### src/rtl/ad9783_pkg.sv
// Shared definitions for the AD9783 SPI configuration master.
// This file holds the FSM encoding, the SPI frame field positions, the command word
// bit positions, and a helper that builds the 16-bit frame.
package ad9783_pkg;

    typedef enum logic [2:0] {
        ST_IDLE      = 3'd0,
        ST_CS_SETUP  = 3'd1,
        ST_SHIFT     = 3'd2,
        ST_CS_HOLD   = 3'd3,
        ST_RST_PULSE = 3'd4,
        ST_DONE      = 3'd5
    } state_e;

    localparam int FRAME_W     = 16;

    // Bit positions inside the SPI frame sent to the DAC.
    localparam int FRM_RW      = 15;
    localparam int FRM_N_HI    = 14;
    localparam int FRM_N_LO    = 13;
    localparam int FRM_ADDR_HI = 12;
    localparam int FRM_ADDR_LO = 8;
    localparam int FRM_DATA_HI = 7;
    localparam int FRM_DATA_LO = 0;

    // Bit positions inside the host command address word.
    localparam int CMD_CHIP    = 8;
    localparam int CMD_HWRST   = 12;
    localparam int CMD_READ    = 15;

    // Single-byte transfer: N1:N0 = 00.
    // A read sends zeros in the data slot.
    function automatic logic [FRAME_W-1:0] build_frame(input logic [15:0] addr,
                                                       input logic [15:0] data);
        logic [FRAME_W-1:0] f;
        f                          = '0;
        f[FRM_RW]                  = addr[CMD_READ];
        f[FRM_N_HI:FRM_N_LO]       = 2'b00;
        f[FRM_ADDR_HI:FRM_ADDR_LO] = addr[4:0];
        f[FRM_DATA_HI:FRM_DATA_LO] = addr[CMD_READ] ? 8'h00 : data[7:0];
        return f;
    endfunction

endpackage

### src/rtl/ad9783_spi_shifter.sv
// SCK divider and 16-bit shift/sample engine.
// - load_in presents the frame MSB on SDO.
// - start_in runs 16 bit periods. Each period is sck low for CLKDIV cycles, then sck high
//   for CLKDIV cycles.
// - SDI is sampled on the rising SCK edge.
// - SDO advances on the falling SCK edge.
// - done_out pulses on the final falling edge.
// - half_tick_out also lets the parent time its chip-select setup and hold windows.
module ad9783_spi_shifter
    import ad9783_pkg::*;
#(
    parameter int CLKDIV = 8
) (
    input  logic               clk_in,
    input  logic               rst_in,
    input  logic               load_in,
    input  logic [FRAME_W-1:0] frame_in,
    input  logic               start_in,
    input  logic               spi_sdi_in,
    output logic               half_tick_out,
    output logic               done_out,
    output logic               spi_sck_out,
    output logic               spi_sdo_out,
    output logic [7:0]         rx_byte_out
);

    localparam int HALF_W = (CLKDIV > 1) ? $clog2(CLKDIV) : 1;

    logic [HALF_W-1:0]  half_cnt_q, half_cnt_d;
    logic [3:0]         bit_cnt_q, bit_cnt_d;
    logic               active_q, active_d;
    logic               sck_q, sck_d;
    logic [FRAME_W-1:0] tx_q, tx_d;
    logic [7:0]         rx_q, rx_d;

    logic half_tick;
    logic rise_evt;
    logic fall_evt;
    logic last_fall;

    assign half_tick = (half_cnt_q == HALF_W'(CLKDIV - 1));
    assign rise_evt  = active_q && !sck_q && half_tick;
    assign fall_evt  = active_q &&  sck_q && half_tick;
    assign last_fall = fall_evt && (bit_cnt_q == 4'd15);

    // Next-state logic for the divider, the bit counter and the shift registers.
    always_comb begin
        half_cnt_d = half_tick ? '0 : half_cnt_q + 1'b1;
        bit_cnt_d  = bit_cnt_q;
        active_d   = active_q;
        sck_d      = sck_q;
        tx_d       = tx_q;
        rx_d       = rx_q;

        if (load_in || start_in) begin
            half_cnt_d = '0;
        end

        if (load_in) begin
            tx_d = frame_in;
        end else if (fall_evt) begin
            tx_d = {tx_q[FRAME_W-2:0], 1'b0};
        end

        if (rise_evt) begin
            rx_d  = {rx_q[6:0], spi_sdi_in};
            sck_d = 1'b1;
        end else if (fall_evt) begin
            sck_d = 1'b0;
        end

        if (start_in) begin
            active_d  = 1'b1;
            sck_d     = 1'b0;
            bit_cnt_d = 4'd0;
        end else if (last_fall) begin
            active_d  = 1'b0;
        end else if (fall_evt) begin
            bit_cnt_d = bit_cnt_q + 4'd1;
        end
    end

    // Register the engine state. The asynchronous reset returns SCK and SDO to idle.
    always_ff @(posedge clk_in or posedge rst_in) begin
        if (rst_in) begin
            half_cnt_q <= '0;
            bit_cnt_q  <= '0;
            active_q   <= 1'b0;
            sck_q      <= 1'b0;
            tx_q       <= '0;
            rx_q       <= '0;
        end else begin
            half_cnt_q <= half_cnt_d;
            bit_cnt_q  <= bit_cnt_d;
            active_q   <= active_d;
            sck_q      <= sck_d;
            tx_q       <= tx_d;
            rx_q       <= rx_d;
        end
    end

    assign half_tick_out = half_tick;
    assign done_out      = last_fall;
    assign spi_sck_out   = sck_q;
    assign spi_sdo_out   = tx_q[FRAME_W-1];
    assign rx_byte_out   = rx_q;

endmodule

### src/rtl/ad9783_spi_ctrl.sv
// AD9783 configuration master for two DACs.
// - Turns host triggers into single-byte SPI register writes or reads, or into
//   hardware RESET pulses.
// - Only the chip chosen by addr[8] ever sees its chip select low or its RESET pin high.
// - The chip selects and RESET pins are decoded from registered state, so the
//   asynchronous reset idles them immediately.
module ad9783_spi_ctrl
    import ad9783_pkg::*;
#(
    parameter int CLKDIV     = 8,
    parameter int RST_CYCLES = 100
) (
    input  logic        clk_in,
    input  logic        rst_in,
    input  logic        cmd_trig_in,
    input  logic [15:0] cmd_addr_in,
    input  logic [15:0] cmd_data_in,
    output logic [15:0] cmd_data_out,
    output logic        busy_out,
    output logic        done_out,
    output logic        rst0_out,
    output logic        rst1_out,
    output logic        spi_scs0_out,
    output logic        spi_scs1_out,
    output logic        spi_sck_out,
    output logic        spi_sdo_out,
    input  logic        spi_sdi_in
);

    localparam int RST_W = (RST_CYCLES > 0) ? $clog2(RST_CYCLES + 1) : 1;

    state_e           state_q, state_d;
    logic             chip_q, chip_d;
    logic             read_q, read_d;
    logic [RST_W-1:0] rst_cnt_q, rst_cnt_d;
    logic [7:0]       data_q, data_d;

    logic       accept;
    logic       shift_load;
    logic       shift_start;
    logic       half_tick;
    logic       shift_done;
    logic [7:0] rx_byte;
    logic       frame_active;

    assign accept     = (state_q == ST_IDLE) && cmd_trig_in;
    assign shift_load = accept && !cmd_addr_in[CMD_HWRST];

    ad9783_spi_shifter #(
        .CLKDIV (CLKDIV)
    ) u_shifter (
        .clk_in        (clk_in),
        .rst_in        (rst_in),
        .load_in       (shift_load),
        .frame_in      (build_frame(cmd_addr_in, cmd_data_in)),
        .start_in      (shift_start),
        .spi_sdi_in    (spi_sdi_in),
        .half_tick_out (half_tick),
        .done_out      (shift_done),
        .spi_sck_out   (spi_sck_out),
        .spi_sdo_out   (spi_sdo_out),
        .rx_byte_out   (rx_byte)
    );

    // Command sequencing.
    // - The read byte is captured while leaving CS_HOLD, so it is already visible in the
    //   DONE cycle.
    always_comb begin
        state_d     = state_q;
        chip_d      = chip_q;
        read_d      = read_q;
        rst_cnt_d   = rst_cnt_q;
        data_d      = data_q;
        shift_start = 1'b0;
        case (state_q)
            ST_IDLE: begin
                if (cmd_trig_in) begin
                    chip_d    = cmd_addr_in[CMD_CHIP];
                    read_d    = cmd_addr_in[CMD_READ];
                    rst_cnt_d = '0;
                    state_d   = cmd_addr_in[CMD_HWRST] ? ST_RST_PULSE : ST_CS_SETUP;
                end
            end
            ST_CS_SETUP: begin
                if (half_tick) begin
                    shift_start = 1'b1;
                    state_d     = ST_SHIFT;
                end
            end
            ST_SHIFT: begin
                if (shift_done) begin
                    state_d = ST_CS_HOLD;
                end
            end
            ST_CS_HOLD: begin
                if (half_tick) begin
                    if (read_q) begin
                        data_d = rx_byte;
                    end
                    state_d = ST_DONE;
                end
            end
            ST_RST_PULSE: begin
                if (rst_cnt_q == RST_W'(RST_CYCLES - 1)) begin
                    state_d = ST_DONE;
                end else begin
                    rst_cnt_d = rst_cnt_q + 1'b1;
                end
            end
            ST_DONE: begin
                state_d = ST_IDLE;
            end
            default: begin
                state_d = ST_IDLE;
            end
        endcase
    end

    // State register. An asynchronous reset drops any command in flight.
    always_ff @(posedge clk_in or posedge rst_in) begin
        if (rst_in) begin
            state_q   <= ST_IDLE;
            chip_q    <= 1'b0;
            read_q    <= 1'b0;
            rst_cnt_q <= '0;
            data_q    <= 8'h00;
        end else begin
            state_q   <= state_d;
            chip_q    <= chip_d;
            read_q    <= read_d;
            rst_cnt_q <= rst_cnt_d;
            data_q    <= data_d;
        end
    end

    assign frame_active = (state_q == ST_CS_SETUP) || (state_q == ST_SHIFT) ||
                          (state_q == ST_CS_HOLD);

    assign spi_scs0_out = !(frame_active && !chip_q);
    assign spi_scs1_out = !(frame_active &&  chip_q);
    assign rst0_out     = (state_q == ST_RST_PULSE) && !chip_q;
    assign rst1_out     = (state_q == ST_RST_PULSE) &&  chip_q;
    assign busy_out     = (state_q != ST_IDLE);
    assign done_out     = (state_q == ST_DONE);
    assign cmd_data_out = {8'h00, data_q};

endmodule
### config.mk
export PLATFORM = sky130hd
export DESIGN_NAME = ad9783_spi_ctrl
export DESIGN_NICKNAME = d
export VERILOG_FILES = /design/src/rtl/ad9783_pkg.sv /design/src/rtl/ad9783_spi_shifter.sv /design/src/rtl/ad9783_spi_ctrl.sv
export SDC_FILE = /design/constraint.sdc
export NUM_CORES = 1
export LEC_CHECK = 0
export ABC_CLOCK_PERIOD_IN_PS = 6300
export CORE_ASPECT_RATIO = 1.5
export CORE_MARGIN = 5
export CORE_UTILIZATION = 29
export DETAILED_ROUTE_END_ITERATION = 16
export PLACE_DENSITY = 0.61
export SYNTH_ARGS = -nofsm -noshare
export SYNTH_HDL_FRONTEND = slang
export SYNTH_HIERARCHICAL = 1
export SYNTH_SLANG_ARGS = --single-unit
### constraint.sdc
create_clock -name clk_in -period 6.3 [get_ports clk_in]
set_clock_uncertainty 0.2 [all_clocks]
set_input_delay 1.26 -clock clk_in [delete_from_list [all_inputs] [get_ports clk_in]]
set_output_delay 1.26 -clock clk_in [all_outputs]
set_load 0.05 [all_outputs]
==> results by group <==
Worst setup path
  • Critical path buffers and inverters: 1
  • Crit-path max FO: 19
  • Largest stage delay on the critical path: 810 ps
  • Critical path, cell by cell: or3b_1 -> nor2_1 -> clkdlybuf4s50_1
  • CP Capture Type: primary output
  • CP Launch Type: flip-flop
  • Setup CP Type: flip-flop to primary output
  • Worst EP required: 4840 ps
  • Delay-heaviest family, CP: buffers and inverters
  • Slowest cell on the critical path: clkdlybuf4s50_1
  • WP data arrival: between 2000 and 2500 ps

CTS
  • CTS tree: built
  • CTS Hold Bufs: 0
  • PostCTS Resize Cnt: 0
  • Number of CTS-inserted buffers: 5
  • Worst-Skew Late Latency: 290 ps
  • Post-CTS Setup Inserts: 0
  • Clk slew on worst S/H paths: 70 ps
  • Maximum clock path buffer count: 2
  • CTS Sinks: 53
  • Clk root buf: clkbuf_16
  • Htree depth: 2

Pwr
  • Psw: between 0.4 and 0.5 mW
  • Pwr dens: 396 nW/µm²
  • Max VDD drop: 0.179 mV
  • Sequential Power Share: 0.425
  • Sw frac: 0.360
  • Logic gate share of total power: 0.332
  • Clock network power share: 0.243
  • Cell-internal power: 0.811 mW
  • Leak pwr: 1.52 nW
  • Power Total: 1.27 mW

Flow run
  • Max Cap Viol: 0

Global route
  • GRT Residual Overflow: 0
  • First-pass GRT wire length: 8360 µm
  • Total track usage: 0.0926
  • Largest net degree at the start of global routing: 36
  • Antenna violations before repair: 0
  • Vias in the first global route: roughly 1,800

Place
  • Post-Place Cell Area: 3030 µm²
  • Placed Cells: roughly 370
  • Pre-CTS WS: 2390 ps
  • IO buf count: 35
  • DP Wirelength: 3520 µm
  • GP Congestion: 0.747

Floorplan
  • Die width: 88.0 µm
  • Chip height: between 100 and 150 µm
  • DIE AREA: 11,200 µm²
  • IO Pins: 60
  • Initial Util: 0.298
  • Std cell rows: between 40 and 50
  • Core ar.: 8880 µm²

Finish
  • Area of the multi-input gates: 1180 µm²
  • Fin nets: 308
  • Layout Cell Area excl Fill: 3200 µm²
  • Post-route non-filler standard cell count: 379
  • FF/Latch Area: 1330 µm²
  • Layout cells sized above 1: 0.134
  • ANT cells: 0
  • FILL cells: 871
  • Layout area overhead: 21.1%

Routing
  • Drt drc: 0
  • DR pass1 iterations: 5
  • Routed Antenna Nets: 0
  • Wirelength, routed: 4960 µm
  • Vias: 1,815
  • Routed wire per std cell: around 13 µm
  • 1st-iter DRT viols: 89
  • Vias per cell: 4.79

Synth
  • Synth Flop Type: dfrtp_1
  • Synthesized area: ~2600 µm²
  • Syn Inst Count: between 200 and 250
  • Netlist cell types: 46
  • Number of flops mapped to enable cells by yosys: 0
  • Async S/R FF share, synth: 1.00
  • Yosys warnings: 6
  • Seq/Total Area, Yosys: 0.502
  • Synth Area per Inst: ~11 µm²
  • FF+latch count, synth: 53

STA
  • Worst-margin pin slew: 1080 ps
  • Period utilization: 0.610
  • Endpoints failing hold: 0
  • Max Fclk: 260 MHz
  • Fin. max-slew vios: 0
  • Slack of the critical path: approximately 2500 ps
  • Min Tclk post-route: 3840 ps
  • Rel. slew slack: 0.279
  • RSZ-0062 raised after global routing: no
  • Final setup TNS: 0 ps
  • Final setup vio count: 0

Run status
  • Status: complete, no violations

Min path
  • Worst hold path type: flip-flop to flip-flop
metal layers:
layer  part of all wire  track usage
met1               0.42        0.114
met2               0.52        0.160
met3              0.042       0.0156
met4              0.018       0.0325
met5                  0            0
cells in the mapped netlist (all sizes together), types with 3 or more instances:
cell,n,area share
o21ai,18,0.034
buf,17,0.048
a21oi,8,0.015
dfrtp,53,0.50
nor3,4,0.0076
nand4,3,0.0071
clkbuf,6,0.0085
nor2,9,0.013
nand3,5,0.011
inv,5,0.0071
and3,3,0.0076
mux2i,17,0.064
mux2,20,0.099
nor2b,10,0.024
nand2,24,0.034
ha,4,0.019
or3,3,0.0071
stage by stage:
stage / util / hold WS [ps]
floorplan: - / 210
global placement: 0.342 / 222
detailed placement: 0.342 / 232
CTS: 0.361 / 244
global route: 0.361 / 248
finish: 0.361 / 241
logic make-up (layout without fill, tap and decap cells):
group                      after synthesis  in the layout  synth area share
AOI/OAI and AO/OA                       39             39            0.0918
xor gates and xnor gates                 1              1           0.00331
adders and majority gates                4              4            0.0189
buffers and inverters                   28             50            0.0639
DFF                                     53             53             0.502
muxes                                   37             37             0.164
other                                    1             10           0.00142
and+or+nand+nor                         75             75             0.155
power by group through the flow:
stage               sequential, mW  combinational, mW  clock (mW)
finish                       0.539              0.421       0.308
detailed placement           0.545              0.425           0
global placement             0.541              0.413           0
global route                 0.555              0.464       0.334
floorplan                    0.523              0.340           0
CTS                          0.539              0.426       0.318
final cells by class:
| cell class | count | area share |
|---|---|---|
| repair buffers | 37 | 0.114 |
| clock buffers | 5 | 0.0391 |
| clock inverters | 3 | 0.0137 |
| flip-flops and latches | 53 | 0.414 |
| inverters | 5 | 0.00586 |
| well taps | 110 | 0.0430 |
| multi-input cells | 166 | 0.370 |
state kept, by name, indices dropped and copies added, names as in the netlist:
register               cells
u_shifter/tx_q            16
data_q                     8
u_shifter/rx_byte_out      8
rst_cnt_q                  7
u_shifter/bit_cnt_q        4
state_q                    3
u_shifter/half_cnt_q       3
chip_q                     1
read_q                     1
u_shifter/active_q         1
u_shifter/spi_sck_out      1
placed cells by master, fill, tap and decap left out, drive strengths merged, types with 2 or more instances in the layout:
cell / count
a21oi: 8
a22o: 2
and3: 3
and4b: 2
buf: 2
clkbuf: 5
clkdlybuf4s50: 35
conb: 10
dfrtp: 53
ha: 4
inv: 6
mux2: 20
mux2i: 17
nand2: 24
nand2b: 2
nand3: 5
nand4: 3
nor2: 9
nor2b: 10
nor3: 4
nor3b: 2
o21ai: 18
o311ai: 2
o41ai: 2
or2: 2
or3: 3
final timing paths:
kind / from / endpoint / slack [ps] / cells past startpoint
hold reg to reg: u_shifter/half_cnt_q[0] / u_shifter/half_cnt_q[0] / 240 / 1
hold / removal: u_shifter/half_cnt_q[0] / u_shifter/half_cnt_q[0] / 240 / 1
min in group asynchronous: rst_in / u_shifter/rx_byte_out[3] / 1190 / 3
setup reg to reg: state_q[2] / u_shifter/tx_q[11] / 3580 / 3
max in group asynchronous: rst_in / rst_cnt_q[0] / 4150 / 2
setup / recovery: state_q[2] / rst0_out / 2460 / 3
Note: power is estimated with default switching activity, not from simulation.
